### config.mk
export PLATFORM = sky130hd
export DESIGN_NAME = alu_issue_ctrl
export DESIGN_NICKNAME = d
export VERILOG_FILES = /design/src/rtl/alu_issue_ctrl_pkg.sv /design/src/rtl/alu_issue_ctrl_regfile.sv /design/src/rtl/alu_issue_ctrl.sv
export SDC_FILE = /design/constraint.sdc
export NUM_CORES = 1
export LEC_CHECK = 0
export CORE_ASPECT_RATIO = 1.25
export CORE_MARGIN = 1
export CORE_UTILIZATION = 45
export CTS_CLUSTER_DIAMETER = 40
export DETAILED_ROUTE_END_ITERATION = 10
export PLACE_DENSITY = 0.76
export SYNTH_ARGS = -nofsm -noshare
export SYNTH_HDL_FRONTEND = slang
export SYNTH_HIERARCHICAL = 1
export SYNTH_SLANG_ARGS = --single-unit
### constraint.sdc
create_clock -name clk_i -period 3.52 [get_ports clk_i]
set_clock_uncertainty 0.2 [all_clocks]
set_input_delay 0.704 -clock clk_i [delete_from_list [all_inputs] [get_ports clk_i]]
set_output_delay 0.704 -clock clk_i [all_outputs]
set_load 0.01 [all_outputs]
### src/rtl/alu_issue_ctrl_pkg.sv
// Shared definitions for the ALU issue/writeback stage: widths, opcodes,
// FSM states and instruction field positions.
package alu_issue_ctrl_pkg;

    localparam int DATA_W = 16;
    localparam int NREG   = 8;
    localparam int REG_AW = 3;
    localparam int OP_W   = 4;

    localparam logic [OP_W-1:0] OP_NOP = 4'b0000;
    localparam logic [OP_W-1:0] OP_LDI = 4'b0001;
    localparam logic [OP_W-1:0] OP_ADD = 4'b0010;
    localparam logic [OP_W-1:0] OP_SUB = 4'b0011;
    localparam logic [OP_W-1:0] OP_AND = 4'b0100;
    localparam logic [OP_W-1:0] OP_OR  = 4'b0101;
    localparam logic [OP_W-1:0] OP_XOR = 4'b0110;
    localparam logic [OP_W-1:0] OP_SR  = 4'b1000;
    localparam logic [OP_W-1:0] OP_SRA = 4'b1001;
    localparam logic [OP_W-1:0] OP_SL  = 4'b1010;

    // Instruction field positions
    localparam int F_OP_HI  = 15;
    localparam int F_OP_LO  = 12;
    localparam int F_RD_HI  = 11;
    localparam int F_RD_LO  = 9;
    localparam int F_RS1_HI = 8;
    localparam int F_RS1_LO = 6;
    localparam int F_IMMSEL = 5;
    localparam int F_RS2_HI = 4;
    localparam int F_RS2_LO = 2;
    localparam int F_IMM5_HI = 4;
    localparam int F_IMM9_HI = 8;

    typedef enum logic [1:0] {
        S_IDLE  = 2'd0,
        S_ISSUE = 2'd1,
        S_WB    = 2'd2
    } state_e;

    function automatic logic is_alu_op(input logic [OP_W-1:0] op);
        case (op)
            OP_ADD, OP_SUB, OP_AND, OP_OR, OP_XOR, OP_SR, OP_SRA, OP_SL: return 1'b1;
            default: return 1'b0;
        endcase
    endfunction

endpackage

### src/rtl/alu_issue_ctrl_regfile.sv
// 8x16 register file: two combinational read ports plus a debug port,
// one synchronous write port, async active-low clear, r0 hardwired to zero.
module alu_regfile
    import alu_issue_ctrl_pkg::*;
(
    input  logic              clk_i,
    input  logic              rst_n_i,
    input  logic [REG_AW-1:0] ra1_i,
    input  logic [REG_AW-1:0] ra2_i,
    input  logic [REG_AW-1:0] dbg_addr_i,
    output logic [DATA_W-1:0] rd1_o,
    output logic [DATA_W-1:0] rd2_o,
    output logic [DATA_W-1:0] dbg_data_o,
    input  logic              we_i,
    input  logic [REG_AW-1:0] wa_i,
    input  logic [DATA_W-1:0] wd_i
);

    logic [NREG-1:0][DATA_W-1:0] mem_q;

    always_ff @(posedge clk_i or negedge rst_n_i) begin
        if (!rst_n_i) begin
            mem_q <= '0;
        end else if (we_i && (wa_i != '0)) begin
            mem_q[wa_i] <= wd_i;
        end
    end

    // r0 is never written, but the read mux forces zero anyway so the
    // guarantee does not depend on the write guard alone.
    assign rd1_o      = (ra1_i      == '0) ? '0 : mem_q[ra1_i];
    assign rd2_o      = (ra2_i      == '0) ? '0 : mem_q[ra2_i];
    assign dbg_data_o = (dbg_addr_i == '0) ? '0 : mem_q[dbg_addr_i];

endmodule

### src/rtl/alu_issue_ctrl.sv
// Issue/writeback sequencer in front of a combinational 16-bit ALU:
// IDLE accepts, ISSUE drives the ALU and captures its result, WB writes back.
module alu_issue_ctrl
    import alu_issue_ctrl_pkg::*;
(
    input  logic              clk_i,
    input  logic              rst_n_i,
    input  logic [DATA_W-1:0] instr_i,
    input  logic              instr_valid_i,
    output logic              instr_ready_o,
    output logic [DATA_W-1:0] alu_a_o,
    output logic [DATA_W-1:0] alu_b_o,
    output logic [OP_W-1:0]   alu_op_o,
    input  logic [DATA_W-1:0] alu_out_i,
    input  logic              alu_zero_i,
    output logic              done_o,
    output logic              illegal_o,
    output logic              zero_flag_o,
    input  logic [REG_AW-1:0] dbg_addr_i,
    output logic [DATA_W-1:0] dbg_data_o
);

    state_e            state_q, state_d;
    logic [DATA_W-1:0] instr_q, instr_d;
    logic [DATA_W-1:0] res_q, res_d;
    logic              zq_q, zq_d;
    logic              zflag_q, zflag_d;

    logic [OP_W-1:0]   op;
    logic [REG_AW-1:0] rd, rs1, rs2;
    logic              imm_sel, op_alu, op_ldi, op_legal;
    logic [DATA_W-1:0] imm5_sext, imm9_sext;
    logic [DATA_W-1:0] rs1_val, rs2_val;
    logic              rf_we;

    assign op        = instr_q[F_OP_HI:F_OP_LO];
    assign rd        = instr_q[F_RD_HI:F_RD_LO];
    assign rs1       = instr_q[F_RS1_HI:F_RS1_LO];
    assign rs2       = instr_q[F_RS2_HI:F_RS2_LO];
    assign imm_sel   = instr_q[F_IMMSEL];
    assign imm5_sext = {{(DATA_W-5){instr_q[F_IMM5_HI]}}, instr_q[F_IMM5_HI:0]};
    assign imm9_sext = {{(DATA_W-9){instr_q[F_IMM9_HI]}}, instr_q[F_IMM9_HI:0]};
    assign op_alu    = is_alu_op(op);
    assign op_ldi    = (op == OP_LDI);
    assign op_legal  = op_alu || op_ldi || (op == OP_NOP);

    alu_regfile u_rf (
        .clk_i      (clk_i),
        .rst_n_i    (rst_n_i),
        .ra1_i      (rs1),
        .ra2_i      (rs2),
        .dbg_addr_i (dbg_addr_i),
        .rd1_o      (rs1_val),
        .rd2_o      (rs2_val),
        .dbg_data_o (dbg_data_o),
        .we_i       (rf_we),
        .wa_i       (rd),
        .wd_i       (res_q)
    );

    always_ff @(posedge clk_i or negedge rst_n_i) begin
        if (!rst_n_i) begin
            state_q <= S_IDLE;
            instr_q <= '0;
            res_q   <= '0;
            zq_q    <= 1'b0;
            zflag_q <= 1'b0;
        end else begin
            state_q <= state_d;
            instr_q <= instr_d;
            res_q   <= res_d;
            zq_q    <= zq_d;
            zflag_q <= zflag_d;
        end
    end

    always_comb begin
        state_d   = state_q;
        instr_d   = instr_q;
        res_d     = res_q;
        zq_d      = zq_q;
        zflag_d   = zflag_q;
        alu_a_o   = '0;
        alu_b_o   = '0;
        alu_op_o  = OP_NOP;
        done_o    = 1'b0;
        illegal_o = 1'b0;
        rf_we     = 1'b0;
        case (state_q)
            S_IDLE: begin
                if (instr_valid_i) begin
                    state_d = S_ISSUE;
                    instr_d = instr_i;
                end
            end
            S_ISSUE: begin
                state_d = S_WB;
                // Only real ALU ops reach the ALU; everything else sees op 0000
                if (op_alu) begin
                    alu_a_o  = rs1_val;
                    alu_b_o  = imm_sel ? imm5_sext : rs2_val;
                    alu_op_o = op;
                end
                res_d = op_ldi ? imm9_sext : alu_out_i;
                zq_d  = alu_zero_i;
            end
            S_WB: begin
                state_d   = S_IDLE;
                done_o    = 1'b1;
                illegal_o = !op_legal;
                rf_we     = op_alu || op_ldi;
                if (op_alu) zflag_d = zq_q;
            end
            default: state_d = S_IDLE;
        endcase
    end

    assign instr_ready_o = (state_q == S_IDLE);
    assign zero_flag_o   = zflag_q;

endmodule

==> flow_metrics.py, run 1 <==
metrics = {
    "cts": {
        "cts_made_buffers": 17,
        "h-tree-depth": 4,
        "cts.sinks": 148,
        "ctsHoldBuffers": 0,
        "clock_latency_ns": 0.43,
        "cts_root_buffer": "clkbuf_16",
        "clockBufferDepth": 2,
        "clkTransAtPathRegs_ns": 0.06,
        "cts_tree": "done",
    },
    "placement": {
        "portBuffers": 94,
        "dp_hpwl_mm": 17.32,
        "place_congestion": 0.8489,
        "place_ws_ns": -0.07776,
    },
    "setup_path": {
        "crit_arrival_ns": 2.58,
        "cp-startpoint": "instr_q[6]",
        "critPathSlowestCell": "dfrtp_4",
        "cp_common_cell": "a221oi_2",
        "path_cells": "nor2b_2 -> buf_6 -> buf_4 -> a221oi_2 -> a221oi_2 -> and2_1 -> clkdlybuf4s50_1",
        "r2r_end": "u_rf/mem_q[92]",
        "crit_path_max_fanout": 12,
        "end_kind": "output port",
        "r2r_setup_slack_ns": 0.84,
        "cp-start-kind": "flip-flop",
        "critPathKind": "flip-flop to output port",
        "r2r_start": "instr_q[13]",
        "cp.required_ns": 2.62,
        "crit_end": "alu_a_o[11]",
        "reg2reg_depth": 6,
        "max_stage_delay_ns": 0.57,
    },
    "timing": {
        "rsz0062_at_grt": "yes",
        "setup_viol": 0,
        "fmax_ghz": 0.2874,
        "worstMarginPinSlew_ns": 0.8639,
        "hold_violations": 0,
        "slew_headroom_pct": 42.27,
        "post-route-period-util_pct": 98.86,
        "drv_slew": 0,
        "min_period_ns": 3.480,
        "setup_ws_ns": 0.03997,
    },
    "logic_synthesis": {
        "synth_seq_cells": 148,
        "synth_area_leader_cell": "dfrtp_1",
        "synth.net_count": 788,
        "synth-warning-count": 6,
        "synth_top_area_share_pct": 40.67,
        "syn_area_sq_um": 9106,
        "syn_area_per_cell_sq_um": 12.16,
        "ys_seq_area_share_pct": 40.67,
        "yosysUniqueCellTypes": 37,
        "synth_top_cells_by_area": "dfrtp_1 (41%), mux2_2 (23%), mux2i_1 (8.4%), a221oi_1 (6.9%), mux2_4 (3.3%)",
        "syn_inst": 749,
    },
    "global_route": {
        "overflow": 0,
        "grt_pass1_vias": 7017,
        "grt_pass1_wl_mm": 40.28,
        "grt_util_all_layers_pct": 26.01,
        "antenna_found_initial": 0,
        "grt_max_degree": 68,
    },
    "power": {
        "leakage_nw": 5.118,
        "irDropWorstVdd_uv": 486.3,
        "powerDensity_nw_per_um2": 720.3,
    },
    "cells_and_area": {
        "nFillCells": 1604,
        "fin_nets": 888,
        "synthToLayoutAreaGrowth_pct": 21.85,
        "multi_input_area_sq_um": 4980,
        "seq_area_sq_um": 3710,
        "post-route-util_pct": 56.57,
        "drive_gt1_share_pct": 38.98,
        "insertedDiodeCount": 0,
    },
    "route": {
        "drt_iter0_markers": 539,
        "drc": 0,
        "avgRoutedWirePerCell_um": 23.02,
        "vias_per_cell": 6.092,
        "dr.pass1.iters": 4,
        "dr_total_vias": 6866,
        "wirelength_mm": 25.95,
        "postRouteAntennaNets": 0,
    },
    "worst_hold_path": {
        "hold_path.class": "input port to asynchronous set/reset pin",
    },
    "die": {
        "die_h_um": 161.0,
        "io_pins": 95,
        "initial_utilization_pct": 46.43,
        "fp.dieArea_sq_um": 20810,
        "core_sq_um": 19610,
        "core.rowCount": 57,
        "die_w_um": 129.2,
    },
    "outcome": {
        "status": "completed",
    },
    "run": {
        "max_cap_violations": 0,
    },
}
metrics by stage:
stage / cells / area [sq um] / hold slack (ns) / total power [mW] / TNS, ns
2_1_floorplan: 749 / 9106 / 0.2084 / 5.010 / 0
3_3_place_gp: 1089 / 10370 / 0.2877 / 5.967 / -0.2030
3_5_place_dp: 1089 / 10370 / 0.2945 / 6.074 / -0.4014
4_1_cts: 1126 / 11010 / 0.06839 / 7.916 / 0
5_1_grt: 1127 / 11100 / 0.08833 / 8.401 / -0.04202
6_report: 1127 / 11100 / 0.05135 / 7.993 / 0
routing by layer:
metal | vias up | GRT usage, % | part of all wire (%) | wire length (um)
li1 | 3051 | - | - | -
met1 | 3488 | 32.37 | 41 | 10620
met2 | 252 | 43.28 | 50 | 12860
met3 | 75 | 4.770 | 5.3 | 1375
met4 | 0 | 12.46 | 4.2 | 1088
met5 | - | 0 | 0 | 0
state kept, by name (all words and copies together), names as in the netlist:
name / cells
state_q: 2
res_q: 16
zq_q: 1
instr_q: 16
zero_flag_o: 1
u_rf/mem_q: 112
cells in the mapped netlist:
master,count
o21ai_0,16
inv_1,5
or3_1,1
mux2_4,20
nor3_4,1
nand2_2,1
o22ai_1,16
buf_12,1
nor2_1,16
a221oi_2,3
nor3_1,4
nor2b_1,3
and2_1,24
nand4_2,1
buf_2,20
clkbuf_1,23
nand2b_1,15
a21oi_1,17
mux2_2,187
buf_4,7
a31oi_1,3
maj3_2,1
nand4b_4,3
buf_6,21
dfrtp_1,148
a22o_1,2
nand2_1,22
nor2_4,4
and4bb_1,2
mux2i_1,76
and3_1,1
nor2b_2,2
mux2_1,3
nor4_1,1
and2_4,1
a221oi_1,72
a21oi_2,6
worst max-delay path, delay by kind of cell (launching register included):
| family | cells | cell delay (ns) |
|---|---|---|
| simple gates | 2 | 0.38 |
| compound gates | 2 | 0.40 |
| buf+inv | 3 | 0.78 |
| flops | 1 | 0.57 |
logic make-up after synthesis:
family / Yosys count / synth area share [%]
buffers and inverters: 77 / 5.647
adders and majority gates: 1 / 0.1237
DFF: 148 / 40.67
and+or+nand+nor: 102 / 7.104
muxes: 286 / 35.15
AOI/OAI and AO/OA: 135 / 11.31
placed cells by master (no fill, tap or decap), types with 17 or more instances in the layout:
cell type / count
and2_1: 24
dfrtp_1: 145
clkdlybuf4s50_1: 69
mux2_2: 187
a221oi_1: 60
mux2_4: 20
clkbuf_16: 17
a21oi_1: 17
mux2i_1: 76
dlygate4sd2_1: 22
nand2_1: 22
buf_4: 46
timing repair:
action,in CTS,in global routing
setup endpoints to repair,43,18
resized for setup,30,14
pin swaps,0,1
buffers inserted,5,1
cell type report:
type	count	area share, %
timing repair buffer	153	13.28
tap	265	2.988
multi-input combinational	524	44.88
sequential	148	33.43
clock buffer	24	4.341
inverter	5	0.1691
clock inverter	8	0.9021
power by group:
part / internal, mW / total, mW / leakage [nW] / switching, mW
logic: 1.71 / 3.11 / 2.91 / 1.40
registers: 2.30 / 3.08 / 1.92 / 0.780
clock network: 1.10 / 1.80 / 0.284 / 0.700
worst min path at each step:
stage                start     endpoint  slack [ns]
2_1_floorplan      rst_n_i   instr_q[0]        0.21
3_3_place_gp          zq_q         zq_q        0.29
3_5_place_dp   zero_flag_o  zero_flag_o        0.29
4_1_cts            rst_n_i  instr_q[15]        0.07
5_1_grt            rst_n_i  instr_q[14]        0.09
6_report           rst_n_i  instr_q[14]        0.05
Power figures use the tool's default switching activity.
==> inputs of run 2 (changes only) <==
CAP_MARGIN = 20   (was default)
==> results of run 2 <==
Same layout as run 1: the final DEF is identical, and so are final timing and power.
==> inputs of run 3 (changes only) <==
GPL_TIMING_DRIVEN = 0   (was default)
MAX_ROUTING_LAYER = met4   (was default)
==> run 3 against run 2 <==
Compared with the run above:
- non-clock buffer count up 11
- routed wire length up 7.7%
- hold slack improved by 0.10 ns
- critical endpoint is now dbg_data_o[10]
- first-iteration DRC count up 8.3%
- cell area up 1.6%
==> flow_metrics.py, run 3 (synthesis results as in run 1) <==
metrics = {
    "global_route": {
        "grt_pass1_wl_mm": 42.31,
        "antenna_found_initial": 0,
        "grt_max_degree": 87,
        "grt_util_all_layers_pct": 28.50,
        "overflow": 0,
        "grt_pass1_vias": 7110,
    },
    "cells_and_area": {
        "nFillCells": 1614,
        "drive_gt1_share_pct": 40.55,
        "final_cell_mix": "mux2_2 (187), dfrtp_1 (146), mux2i_1 (76), clkdlybuf4s50_1 (60), a221oi_1 (49)",
        "largest_register": "u_rf/mem_q",
        "fin_nets": 899,
        "biggestRegsByFlops": "u_rf/mem_q: 112 flops, instr_q: 16 flops, res_q: 16 flops",
        "largest_reg_flops": 112,
        "final_cell_area_sq_um": 11270,
        "synthToLayoutAreaGrowth_pct": 23.74,
        "insertedDiodeCount": 0,
        "post-route-util_pct": 57.45,
        "final_common_cell": "mux2_2",
    },
    "route": {
        "vias_per_cell": 6.248,
        "postRouteAntennaNets": 0,
        "drc": 0,
        "avgRoutedWirePerCell_um": 24.54,
        "top_layer": "met4",
        "dr.pass1.iters": 7,
        "met3_length_mm": 1.798,
        "wl_met1_mm": 11.16,
        "wl_met2_mm": 13.82,
        "dr_total_vias": 7110,
        "wirelength_mm": 27.93,
        "drt_iter0_markers": 584,
    },
    "timing": {
        "worstMarginPinSlew_ns": 0.8265,
        "drv_slew": 0,
        "fmax_ghz": 0.2847,
        "setup_ws_ns": 0.007127,
        "min_period_ns": 3.513,
        "post-route-period-util_pct": 99.80,
        "finalSetupTns_ns": 0,
        "hold_violations": 0,
        "slew_headroom_pct": 44.90,
        "whs_ns": 0.1555,
        "setup_viol": 0,
        "rsz0062_at_grt": "yes",
    },
    "placement": {
        "place_ws_ns": -0.6283,
        "portBuffers": 92,
        "place_area_sq_um": 10390,
        "place_congestion": 0.9008,
        "dp_hpwl_mm": 18.70,
    },
    "power": {
        "power_frac_clock_pct": 21.4,
        "net-switching-power_mw": 3.060,
        "seq_power_share_pct": 37.3,
        "powerDensity_nw_per_um2": 720.5,
        "power.internal_mw": 5.058,
        "pwr-share-comb_pct": 41.3,
        "leakage_nw": 5.231,
        "p_sw_share_pct": 37.69,
        "irDropWorstVdd_uv": 476.2,
    },
    "setup_path": {
        "path_cells": "clkdlybuf4s50_1 -> buf_4 -> nor2b_4 -> buf_4 -> a221oi_1 -> a221oi_1 -> dlygate4sd2_1",
        "r2r_start": "instr_q[13]",
        "reg2reg_depth": 8,
        "r2r_end": "u_rf/mem_q[23]",
        "crit_arrival_ns": 2.61,
        "crit_path_max_fanout": 10,
        "cp-start-kind": "input port",
        "critPathKind": "input port to output port",
        "critPathSlowestCell": "clkdlybuf4s50_1",
        "max_stage_delay_ns": 0.46,
        "r2r_setup_slack_ns": 0.55,
        "end_kind": "output port",
        "cp.required_ns": 2.62,
    },
    "die": {
        "io_pins": 95,
        "core_sq_um": 19610,
        "die_w_um": 129.2,
        "core.rowCount": 57,
        "fp.dieArea_sq_um": 20810,
        "die_h_um": 161.0,
        "initial_utilization_pct": 46.43,
    },
    "cts": {
        "clkTransAtPathRegs_ns": 0.06,
        "clockBufferDepth": 2,
        "cts_tree": "done",
        "cts.sinks": 148,
        "ctsHoldBuffers": 0,
        "clock_latency_ns": 0.44,
        "cts_made_buffers": 17,
        "h-tree-depth": 4,
        "cts_root_buffer": "clkbuf_16",
    },
    "run": {
        "max_cap_violations": 0,
    },
    "outcome": {
        "status": "completed",
    },
    "worst_hold_path": {
        "hold_path.class": "input port to asynchronous set/reset pin",
    },
}
-- run 3: critical path, delay by kind of cell --
family / cells / cell delay, ns
buf+inv: 4 / 1.23
compound gates: 2 / 0.45
simple gates: 1 / 0.21
-- run 3: worst max path at each step --
stage | from | endpoint | depth (start not counted)
2_1_floorplan | dbg_addr_i[1] | dbg_data_o[10] | 5
3_3_place_gp | rst_n_i | u_rf/mem_q[76] | 1
3_5_place_dp | dbg_addr_i[1] | dbg_data_o[14] | 6
4_1_cts | instr_q[8] | alu_a_o[6] | 7
5_1_grt | dbg_addr_i[1] | dbg_data_o[4] | 6
6_report | dbg_addr_i[1] | dbg_data_o[10] | 7
-- run 3: timing repair --
item                                    4_1_cts  5_1_grt
resized for setup                            76       43
buffers inserted                              1        3
cloned                                        0        0
endpoints found under the setup margin       52       33
pin swaps                                     1        2
-- run 3: cell type report --
type | instances | area (sq um) | share of cell area, %
multi-input combinational | 524 | 5117 | 45.41
sequential | 148 | 3706 | 32.89
timing repair buffer | 97 | 959.7 | 8.517
buffer | 67 | 581.8 | 5.163
clock buffer | 21 | 450.4 | 3.997
tap | 265 | 331.6 | 2.942
clock inverter | 11 | 102.6 | 0.9105
inverter | 5 | 18.77 | 0.1666
-- run 3: stage by stage --
stage | power, mW | std cells
floorplan | 5.010 | 749
global placement | 6.006 | 1106
detailed placement | 6.100 | 1107
CTS | 7.925 | 1137
global route | 8.473 | 1138
finish | 8.119 | 1138
-- run 3: routing by layer --
metal / track usage (%) / up-vias
met5: - / -
met1: 35.46 / 3597
met4: 11.50 / 0
met3: 5.432 / 91
li1: - / 3076
met2: 45.41 / 346
-- run 3: power by group through the flow --
stage	Clock, mW	Combinational [mW]	Sequential, mW
floorplan	0	2.24	2.77
global placement	0	3.04	2.97
detailed placement	0	3.10	3.00
CTS	1.76	3.19	2.98
global route	1.83	3.54	3.10
finish	1.74	3.35	3.03
